$ cat config.mk
export PLATFORM = sky130hd
export DESIGN_NAME = id_ex_pipe_reg
export DESIGN_NICKNAME = d
export VERILOG_FILES = /design/src/rtl/riscv_pipe_pkg.sv /design/src/rtl/load_use_detect.sv /design/src/rtl/id_ex_pipe_reg.sv
export SDC_FILE = /design/constraint.sdc
export NUM_CORES = 1
export LEC_CHECK = 0
export ABC_AREA = 1
export CAP_MARGIN = 10
export CORE_ASPECT_RATIO = 1.4
export CORE_MARGIN = 2
export CORE_UTILIZATION = 30
export CTS_BUF_LIST = sky130_fd_sc_hd__clkbuf_8
export CTS_CLUSTER_SIZE = 16
export DETAILED_ROUTE_END_ITERATION = 10
export DONT_BUFFER_PORTS = 1
export SETUP_SLACK_MARGIN = 0.15
export SLEW_MARGIN = 20
export SYNTH_ARGS = -nofsm -noshare
export SYNTH_HDL_FRONTEND = slang
export SYNTH_HIERARCHICAL = 1
export SYNTH_SLANG_ARGS = --single-unit
export TNS_END_PERCENT = 10
$ cat constraint.sdc
create_clock -name clk -period 3.8 [get_ports clk]
set_input_delay 0.57 -clock clk [delete_from_list [all_inputs] [get_ports clk]]
set_output_delay 0.57 -clock clk [all_outputs]
set_load 0.01 [all_outputs]
$ cat src/rtl/riscv_pipe_pkg.sv
// Shared pipeline definitions: widths, control bundle layout and the ID/EX update actions.
package riscv_pipe_pkg;

  localparam int N_DEF  = 32;
  localparam int AW_DEF = 5;
  localparam int CW_DEF = 8;

  // Control bundle layout {reg_write, mem_read, mem_write, mem_to_reg, alu_src, branch, alu_op[1:0]}
  localparam int CTRL_REG_WRITE  = 7;
  localparam int CTRL_MEM_READ   = 6;
  localparam int CTRL_MEM_WRITE  = 5;
  localparam int CTRL_MEM_TO_REG = 4;
  localparam int CTRL_ALU_SRC    = 3;
  localparam int CTRL_BRANCH     = 2;
  localparam int CTRL_ALU_OP_HI  = 1;
  localparam int CTRL_ALU_OP_LO  = 0;

  localparam logic [CW_DEF-1:0] BUBBLE_CTRL = '0;

  typedef enum logic [1:0] {
    UPD_CLEAR,
    UPD_BUBBLE,
    UPD_HOLD,
    UPD_LOAD
  } upd_e;

  // Flush beats stall; stall beats the load-use bubble.
  function automatic upd_e pick_update(input logic rst, input logic flush,
                                       input logic stall, input logic load_use);
    if (rst)           return UPD_CLEAR;
    else if (flush)    return UPD_BUBBLE;
    else if (stall)    return UPD_HOLD;
    else if (load_use) return UPD_BUBBLE;
    else               return UPD_LOAD;
  endfunction

endpackage

$ cat src/rtl/load_use_detect.sv
// Load-use hazard detector: EX holds a load whose destination feeds the decode slot.
module load_use_detect #(
  parameter int AW = 5
) (
  input  logic          rst,
  input  logic          ex_valid,
  input  logic          ex_mem_read,
  input  logic [AW-1:0] ex_rd,
  input  logic          id_valid,
  input  logic [AW-1:0] id_rs1,
  input  logic [AW-1:0] id_rs2,
  output logic          load_use_stall
);

  always_comb begin
    load_use_stall = 1'b0;
    if (!rst) begin
      load_use_stall = ex_valid & ex_mem_read & (ex_rd != '0) & id_valid &
                       ((ex_rd == id_rs1) | (ex_rd == id_rs2));
    end
  end

endmodule

$ cat src/rtl/id_ex_pipe_reg.sv
// ID/EX pipeline register with load-use bubble insertion and writeback bypass on capture and hold.
module id_ex_pipe_reg
  import riscv_pipe_pkg::*;
#(
  parameter int N  = N_DEF,
  parameter int AW = AW_DEF,
  parameter int CW = CW_DEF
) (
  input  logic          clk,
  input  logic          rst,
  input  logic          stall,
  input  logic          flush,
  input  logic          id_valid,
  input  logic [N-1:0]  id_pc,
  input  logic [N-1:0]  id_rs1_data,
  input  logic [N-1:0]  id_rs2_data,
  input  logic [N-1:0]  id_imm,
  input  logic [AW-1:0] id_rs1,
  input  logic [AW-1:0] id_rs2,
  input  logic [AW-1:0] id_rd,
  input  logic [CW-1:0] id_ctrl,
  input  logic [3:0]    id_func,
  input  logic          wb_we,
  input  logic [AW-1:0] wb_rd,
  input  logic [N-1:0]  wb_data,
  output logic          ex_valid,
  output logic [N-1:0]  ex_pc,
  output logic [N-1:0]  ex_rs1_data,
  output logic [N-1:0]  ex_rs2_data,
  output logic [N-1:0]  ex_imm,
  output logic [AW-1:0] ex_rs1,
  output logic [AW-1:0] ex_rs2,
  output logic [AW-1:0] ex_rd,
  output logic [CW-1:0] ex_ctrl,
  output logic [3:0]    ex_func,
  output logic          load_use_stall
);

  logic          valid_q, valid_d;
  logic [N-1:0]  pc_q, pc_d, rs1d_q, rs1d_d, rs2d_q, rs2d_d, imm_q, imm_d;
  logic [AW-1:0] rs1_q, rs1_d, rs2_q, rs2_d, rd_q, rd_d;
  logic [CW-1:0] ctrl_q, ctrl_d;
  logic [3:0]    func_q, func_d;
  upd_e          upd;
  logic          wb_live;

  load_use_detect #(.AW(AW)) u_lud (
    .rst            (rst),
    .ex_valid       (valid_q),
    .ex_mem_read    (ctrl_q[CTRL_MEM_READ]),
    .ex_rd          (rd_q),
    .id_valid       (id_valid),
    .id_rs1         (id_rs1),
    .id_rs2         (id_rs2),
    .load_use_stall (load_use_stall)
  );

  assign upd     = pick_update(rst, flush, stall, load_use_stall);
  assign wb_live = wb_we & (wb_rd != '0);

  always_comb begin
    valid_d = valid_q;
    pc_d    = pc_q;
    rs1d_d  = rs1d_q;
    rs2d_d  = rs2d_q;
    imm_d   = imm_q;
    rs1_d   = rs1_q;
    rs2_d   = rs2_q;
    rd_d    = rd_q;
    ctrl_d  = ctrl_q;
    func_d  = func_q;
    unique case (upd)
      UPD_CLEAR, UPD_BUBBLE: begin
        valid_d = 1'b0;
        pc_d    = '0;
        rs1d_d  = '0;
        rs2d_d  = '0;
        imm_d   = '0;
        rs1_d   = '0;
        rs2_d   = '0;
        rd_d    = '0;
        ctrl_d  = CW'(BUBBLE_CTRL);
        func_d  = '0;
      end
      // Held operands still track writeback so they are current when the stall releases.
      UPD_HOLD: begin
        if (valid_q && wb_live && wb_rd == rs1_q) rs1d_d = wb_data;
        if (valid_q && wb_live && wb_rd == rs2_q) rs2d_d = wb_data;
      end
      UPD_LOAD: begin
        valid_d = id_valid;
        pc_d    = id_pc;
        rs1d_d  = (wb_live && wb_rd == id_rs1) ? wb_data : id_rs1_data;
        rs2d_d  = (wb_live && wb_rd == id_rs2) ? wb_data : id_rs2_data;
        imm_d   = id_imm;
        rs1_d   = id_rs1;
        rs2_d   = id_rs2;
        rd_d    = id_rd;
        ctrl_d  = id_valid ? id_ctrl : CW'(BUBBLE_CTRL);
        func_d  = id_func;
      end
      default: ;
    endcase
  end

  always_ff @(posedge clk) begin
    if (rst) begin
      valid_q <= 1'b0;
      pc_q    <= '0;
      rs1d_q  <= '0;
      rs2d_q  <= '0;
      imm_q   <= '0;
      rs1_q   <= '0;
      rs2_q   <= '0;
      rd_q    <= '0;
      ctrl_q  <= '0;
      func_q  <= '0;
    end else begin
      valid_q <= valid_d;
      pc_q    <= pc_d;
      rs1d_q  <= rs1d_d;
      rs2d_q  <= rs2d_d;
      imm_q   <= imm_d;
      rs1_q   <= rs1_d;
      rs2_q   <= rs2_d;
      rd_q    <= rd_d;
      ctrl_q  <= ctrl_d;
      func_q  <= func_d;
    end
  end

  assign ex_valid    = valid_q;
  assign ex_pc       = pc_q;
  assign ex_rs1_data = rs1d_q;
  assign ex_rs2_data = rs2d_q;
  assign ex_imm      = imm_q;
  assign ex_rs1      = rs1_q;
  assign ex_rs2      = rs2_q;
  assign ex_rd       = rd_q;
  assign ex_ctrl     = ctrl_q;
  assign ex_func     = func_q;

endmodule

* After elaboration in Yosys (flattened, before gate mapping)
Index checks and enable logic that the tools add are counted.
** Word-level totals
- Bits in registers :: 156
- Output and inout port bits :: 157
- Latch bits :: 0
- Memories kept :: 0
- Bits of input ports :: 198
- Word-level logic and storage cells :: 57
- Memory bits (writable) :: 0
- ROM bits :: 0
** Operators by class
- Bitwise operators :: 6
- Multipliers :: 0
- Reductions and logical operators :: 10
- $add $sub $neg :: 0
- Divide/modulo/power cells :: 0
- Muxes and demuxes :: 20
- Eq/ne operators :: 11
- Shift-type cells :: 0
- Order comparisons :: 0
** Operators by type and width (number)
- $pmux W32 S3 :: 2
- $mux W32 :: 4
- $pmux W32 S2 :: 2
- $eq A5 B5 Y1 :: 6
- $pmux W5 S2 :: 3
- $pmux W8 S2 :: 1
- $reduce_bool A5 Y1 :: 2
- $mux W2 :: 4
- $mux W8 :: 1
- $pmux W4 S2 :: 1
- $and A1 B1 Y1 :: 5
- $logic_and A1 B1 Y1 :: 5
- $eq A2 B2 Y1 const B :: 2
- $ne A2 B2 Y1 const B :: 2
- $eq A2 B1 Y1 const B :: 1
- $logic_not A2 Y1 :: 1
- $pmux W1 S2 :: 1
- $reduce_bool A2 Y1 :: 1
- $reduce_or A2 Y1 :: 1
- $mux W1 :: 1
- $or A1 B1 Y1 :: 1

* Longest topological paths before layout
- Depth in word-level cells :: 12
- Depth in mapped cells :: 15

* By module
The synthesis kept the hierarchy.
** Modules (own cells, without submodules)
- id_ex_pipe_reg :: area an instance 7149.4 um^2, cells each 978, instances 1
- load_use_detect :: area an instance 206.4 um^2, cells each 47, instances 1

* Least setup slack after synthesis
OpenSTA, ideal clock, no wires.
- Kind :: input to register
- Start :: in id_rs1[1]
- End :: reg ctrl_q[7], in the netlist ex_ctrl[7]
- Data required time :: 3.683 ns
- Buffers on the path :: 2
- Slack :: 1.704 ns
- Stages on the path :: 10
- Arrival :: 1.979 ns
- Cell sequence :: xor2_1 > nor2_1 > nand3_1 > a21oi_2 > inv_1 > nand3_1 > clkinv_1 > buf_2 > buf_2 > a32o_1
** On the way
- Word-level cells in the longest chain between the ends :: 11
- Elaborated cells between the ends (all ways) :: 14
** RTL lines
- start: declaration :: line id_ex_pipe_reg.sv:18 : input logic [AW-1:0] id_rs1,
- $eq A5 B5 Y1 (*) :: line load_use_detect.sv:19 : ((ex_rd == id_rs1) | (ex_rd == id_rs2));
- $or A1 B1 Y1 (*) :: line load_use_detect.sv:19
- $and A1 B1 Y1 (*) :: line load_use_detect.sv:18 : load_use_stall = ex_valid & ex_mem_read & (ex_rd != '0) & id_valid &
- $mux W1 (*) :: line load_use_detect.sv:17 : if (!rst) begin
- net load_use_stall :: line id_ex_pipe_reg.sv:36 : output logic load_use_stall
- $mux W2 (*) :: line riscv_pipe_pkg.sv:33 : else if (load_use) return UPD_BUBBLE;
- $mux W2 (*) :: line riscv_pipe_pkg.sv:32 : else if (stall) return UPD_HOLD;
- $mux W2 (*) :: line riscv_pipe_pkg.sv:31 : else if (flush) return UPD_BUBBLE;
- $mux W2 (*) :: line riscv_pipe_pkg.sv:30 : if (rst) return UPD_CLEAR;
- $eq A2 B1 Y1 / $logic_not A2 Y1 (equally long branches) :: line id_ex_pipe_reg.sv:72 : unique case (upd)
- $reduce_or A2 Y1 :: line id_ex_pipe_reg.sv:72
- $pmux W8 S2 / $reduce_bool A2 Y1 (equally long branches)
- end signal: assignment :: line id_ex_pipe_reg.sv:127 : ctrl_q <= ctrl_d;
- end: declaration :: line id_ex_pipe_reg.sv:42 : logic [CW-1:0] ctrl_q, ctrl_d;
The timed path passes the listed nets; every way through them passes the cells marked *.
A chain may end at the register's enable or synchronous reset.

* Worst setup path in the final report
- Start :: reg rd_q[1], in the netlist ex_rd[1]
- End :: reg ctrl_q[0], in the netlist ex_ctrl[0]
** On the way
- Word-level cells in the longest chain between the ends :: 12
- Elaborated cells between the ends (all ways) :: 18
** RTL lines
- start: declaration :: line id_ex_pipe_reg.sv:41 : logic [AW-1:0] rs1_q, rs1_d, rs2_q, rs2_d, rd_q, rd_d;
- start signal: assignment :: line id_ex_pipe_reg.sv:126 : rd_q <= rd_d;
- $reduce_bool A5 Y1 :: line load_use_detect.sv:18
- $and A1 B1 Y1 (2 in series) :: line load_use_detect.sv:18
- $and A1 B1 Y1 (*) :: line load_use_detect.sv:18
- $mux W1 (*) :: line load_use_detect.sv:17
- net load_use_stall :: line id_ex_pipe_reg.sv:36
- $mux W2 (*) :: line riscv_pipe_pkg.sv:33
- $mux W2 (*) :: line riscv_pipe_pkg.sv:32
- $mux W2 (*) :: line riscv_pipe_pkg.sv:31
- $mux W2 (*) :: line riscv_pipe_pkg.sv:30
- $eq A2 B1 Y1 / $logic_not A2 Y1 (equally long branches) :: line id_ex_pipe_reg.sv:72
- $reduce_or A2 Y1 :: line id_ex_pipe_reg.sv:72
- $pmux W8 S2 / $reduce_bool A2 Y1 (equally long branches)
Marks and branches as above.

==> results.txt <==
----------------------------------------------------
[Synthesis]
  Synth Instances ... 1,025
  Count of distinct cell types in the synthesized netlist ... 28
  Xor and xnor fraction of the mapped netlist area ... 0.01650
  Number of nets produced by synthesis ... 1,223
  Number of storage elements in the synthesis netlist ... 156
  Basic-gate share of the synthesized area counting and, or, nand and nor cells ... 0.3244
  Adder-Cell Fraction of Synth Area ... 0
  Largest area contributor in the synthesized netlist ... dfxtp_1
  Sequential element share of the synthesized area ... 0.4246
  Post-synthesis mux area share ... 0
  Area share of the largest cell type after synthesis ... 0.4246
  Average instance area after synthesis ... 7.176 µm²
  Area of the mapped netlist ... 7356 µm²
  Combinational family with the most area after synthesis ... simple AND/OR/NAND/NOR gates
  Top post-synthesis cells by area ... dfxtp_1 (42%), nand2_1 (20%), a22o_1 (9.0%)
  Synth Area in Compound Gates ... 0.1099
  Yosys warning count ... 6

[Clock tree]
  Number of resized instances in the post-cts repair step ... 0
  Clock transition at the registers of the reported paths ... 0.09 ns
  Total clock sinks ... 156
  CTS tree ... built
  H-tree level count ... 4
  Buffer count from post-CTS setup fixing ... 0
  Latest clock arrival within the worst-skew pair ... 0.46 ns
  Max Root-Sink Buffers ... 2
  CTS Hold Buffers Added ... 0
  Total CTS buffers ... 17
  Clock tree root buffer cell ... clkbuf_8

[Timing]
  Period utilisation layout ... 0.7251
  Final Hold Vio Count ... 0
  Number of slew-limit violations in the final report ... 0
  Maximum clock rate ... 362.9 MHz
  Crit path time final ... 2.756 ns
  Setup violation total in the final timing report ... 0
  Fin Setup TNS ... 0 ns
  Relative slew margins ... 0.4456
  Post-Route Skew ... 0.01869 ns
  Worst Max-Slew Pin Slew ... 0.8316 ns
  Setup repair after global routing missed its margin ... no

[Pwr]
  Peak ir drop on the vdd network ... 0.2876 mV
  Lkg Pwr ... 4.005 nW
  PwrDens ... 431.9 nW/µm²

[Worst hold path]
  Hold path depth ... 2
  Hold path endpoint ... ex_rs2[2]
  Hold crit path type ... input pin to flip-flop
  Worst Hold Launch ... id_rs2[2]

[Finish]
  Multi-input gate area ... 3316 µm²
  Layout cells sized above 1 ... 0.06112
  Area delta synth->final ... 6.158%
  FF/Latch Area ... 3123 µm²
  Finished Cell Area ... 7809 µm²
  Filler cell count ... 2,570
  Final nets ... 1,184
  Number of diodes added for antenna fixing ... 0

[Global route]
  Pin count of the biggest net entering global routing ... 77
  Global-route track usage on met2 ... 0.3203
  Most congested layer reported by global routing ... met2
  Wire length of the first global-routing pass ... 35.52 mm
  Met3 global-route usage ... 0.05676
  Vias in the first global route ... 6,346
  Overall routing resource usage ... 0.1815
  GRT Residual Overflow ... 0
  Antenna violations before repair ... 0
  Met1 GRT Util ... 0.1925

[Setup path]
  Slowest cell on the critical path ... dfxtp_1
  Worst reg2reg startpoint ... ex_rd[1]
  Critical path buffers and inverters ... 4
  Family with the most delay on the worst path ... buffers and inverters
  Critical path cell sequence ... inv_1 > nand2_1 > nand2_1 > nor2_1 > nand3_1 > a21oi_2 > inv_1 > nand3_1 > inv_4 > buf_12 > a32o_1
  Worst stage delay on the critical path ... 0.50 ns
  Crit path max fanout ... 76
  Signal arrival time at the worst endpoint ... 3.10 ns
  Depth of the worst register-to-register path ... 11
  Slack of the worst reg-to-reg path ... 1.04 ns
  Crit Reg-Reg Endpoint ... ex_ctrl[0]
  Crit. End Element ... flip-flop
  Data required time of the critical path ... 4.15 ns
  Worst setup SP type ... flip-flop
  Worst setup path class ... flip-flop to flip-flop

[Place]
  Post-Place Cell Area ... 7410 µm²
  Post-DP HPWL ... 17.43 mm
  Gp weighted congestion ... 0.8833
  Port Buffer Count ... 0

[Drt]
  Overall via count from detail_route ... 6,473
  Vias per cell ... 4.949
  Routed Antenna Nets ... 0
  Final wirelength ... 23.94 mm
  Post-detailed-route DRC marker count ... 0
  Detailed Route Iter0 Violations ... 272
  Number of search-and-repair iterations in the first detailed-routing pass ... 5
  Detailed-route wire length per cell ... 18.30 µm

[Die]
  Core box area ... 24,060 µm²
  Total die area ... 25,810 µm²
  Starting density of the core ... 0.3057
  Die boundary width ... 136.3 µm
  Number of placement rows ... 67
  DIE HEIGHT ... 189.3 µm
  Top Ports ... 355

[Flow run]
  Number of maximum-capacitance violations ... 0

[Status]
  Status ... complete, no violations

----------------------------------------------------
==> how the worst max path moves through the flow <==
| stage | startpoint | end | cells after the start |
|---|---|---|---|
| after floorplan | id_rs1[1] | ex_ctrl[7] | 10 |
| after global placement | id_rs2[0] | ex_ctrl[2] | 11 |
| after detailed placement | id_rs2[0] | ex_ctrl[7] | 11 |
| after CTS | ex_rd[1] | ex_ctrl[7] | 11 |
| after global routing | ex_rd[1] | ex_ctrl[7] | 11 |
| final | ex_rd[1] | ex_ctrl[0] | 11 |
==> power breakdown <==
group	internal, mW	switching, mW	leakage [nW]
registers	1.71	0.0948	1.27
logic	0.0965	0.202	2.54
clock network	0.620	0.653	0.193
total	2.42	0.949	4.00
==> cell usage in the layout, fill, tap and decap left out <==
master / n
a22o_1: 76
a21oi_2: 1
nor2_1: 14
nand2_2: 4
inv_1: 124
nand2_4: 1
nand3_2: 1
inv_6: 3
nand4_1: 37
bufinv_16: 2
o21ai_0: 5
xnor2_1: 5
nand4_2: 1
a32o_1: 8
xor2_1: 7
a21oi_1: 2
nand3_1: 101
inv_4: 3
nor2_4: 3
clkbuf_8: 19
buf_12: 1
buf_4: 8
clkinvlp_4: 4
nor2_2: 1
nand2_1: 399
inv_2: 6
dfxtp_1: 156
xnor2_2: 1
o22ai_1: 3
clkinv_4: 2
==> cell type report <==
class,count,share of cell area
Clock buffer,19,0.03349
Clock inverter,12,0.01763
Timing Repair Buffer,9,0.01025
Inverter,132,0.06441
Tap cell,310,0.04967
Sequential cell,156,0.3999
Multi-Input combinational cell,670,0.4246
==> worst reg2reg max path, cell delays in order (launching register included) <==
cell	delay, ns
dfxtp_1	0.50
inv_1	0.11
nand2_1	0.07
nand2_1	0.05
nor2_1	0.17
nand3_1	0.13
a21oi_2	0.26
inv_1	0.07
nand3_1	0.28
inv_4	0.35
buf_12	0.35
a32o_1	0.31
==> registers in the layout, summed over array words and instances (netlist names) <==
register and cells:
ex_ctrl 8, ex_rs1_data 32, ex_rd 5, ex_pc 32
ex_func 4, ex_rs1 5, ex_valid 1, ex_imm 32
ex_rs2_data 32, ex_rs2 5
==> per-stage QoR <==
stage / worst slack (ns) / hold slack (ns) / cells / total power, mW / utilization
5_1_grt: 0.7295 / 0.1930 / 1308 / 3.544 / 0.3246
3_5_place_dp: 0.9892 / 0.4889 / 1277 / 2.138 / 0.3080
4_1_cts: 0.9881 / 0.1866 / 1308 / 3.426 / 0.3246
6_report: 1.044 / 0.2277 / 1308 / 3.373 / 0.3246
3_3_place_gp: 1.015 / 0.4868 / 1277 / 2.136 / 0.3080
2_1_floorplan: 1.704 / 0.4735 / 1025 / 2.067 / -
==> cells in the mapped netlist, drive strengths merged <==
cell	count
nand2	404
dfxtp	156
inv	131
nand3	102
a22o	76
buf	63
nand4	38
nor2	18
a32o	8
xor2	7
xnor2	6
o21ai	5
clkbuf	4
a21oi	3
o22ai	3
clkinv	1
==> routing by layer <==
| layer | part of all wire | routed length, µm | up-vias |
|---|---|---|---|
| met5 | 0 | 0 | - |
| met4 | 0.034 | 825 | 0 |
| met3 | 0.086 | 2064 | 48 |
| met2 | 0.51 | 12160 | 367 |
| met1 | 0.37 | 8883 | 2851 |
| li1 | - | - | 3207 |
==> cell families after synthesis <==
logic type             Yosys count
AND/OR/NAND/NOR                562
AO/OA/AOI/OAI                   95
XOR/XNOR                        13
flip-flops                     156
buffers and inverters          199
Power figures use the tool's default switching activity.
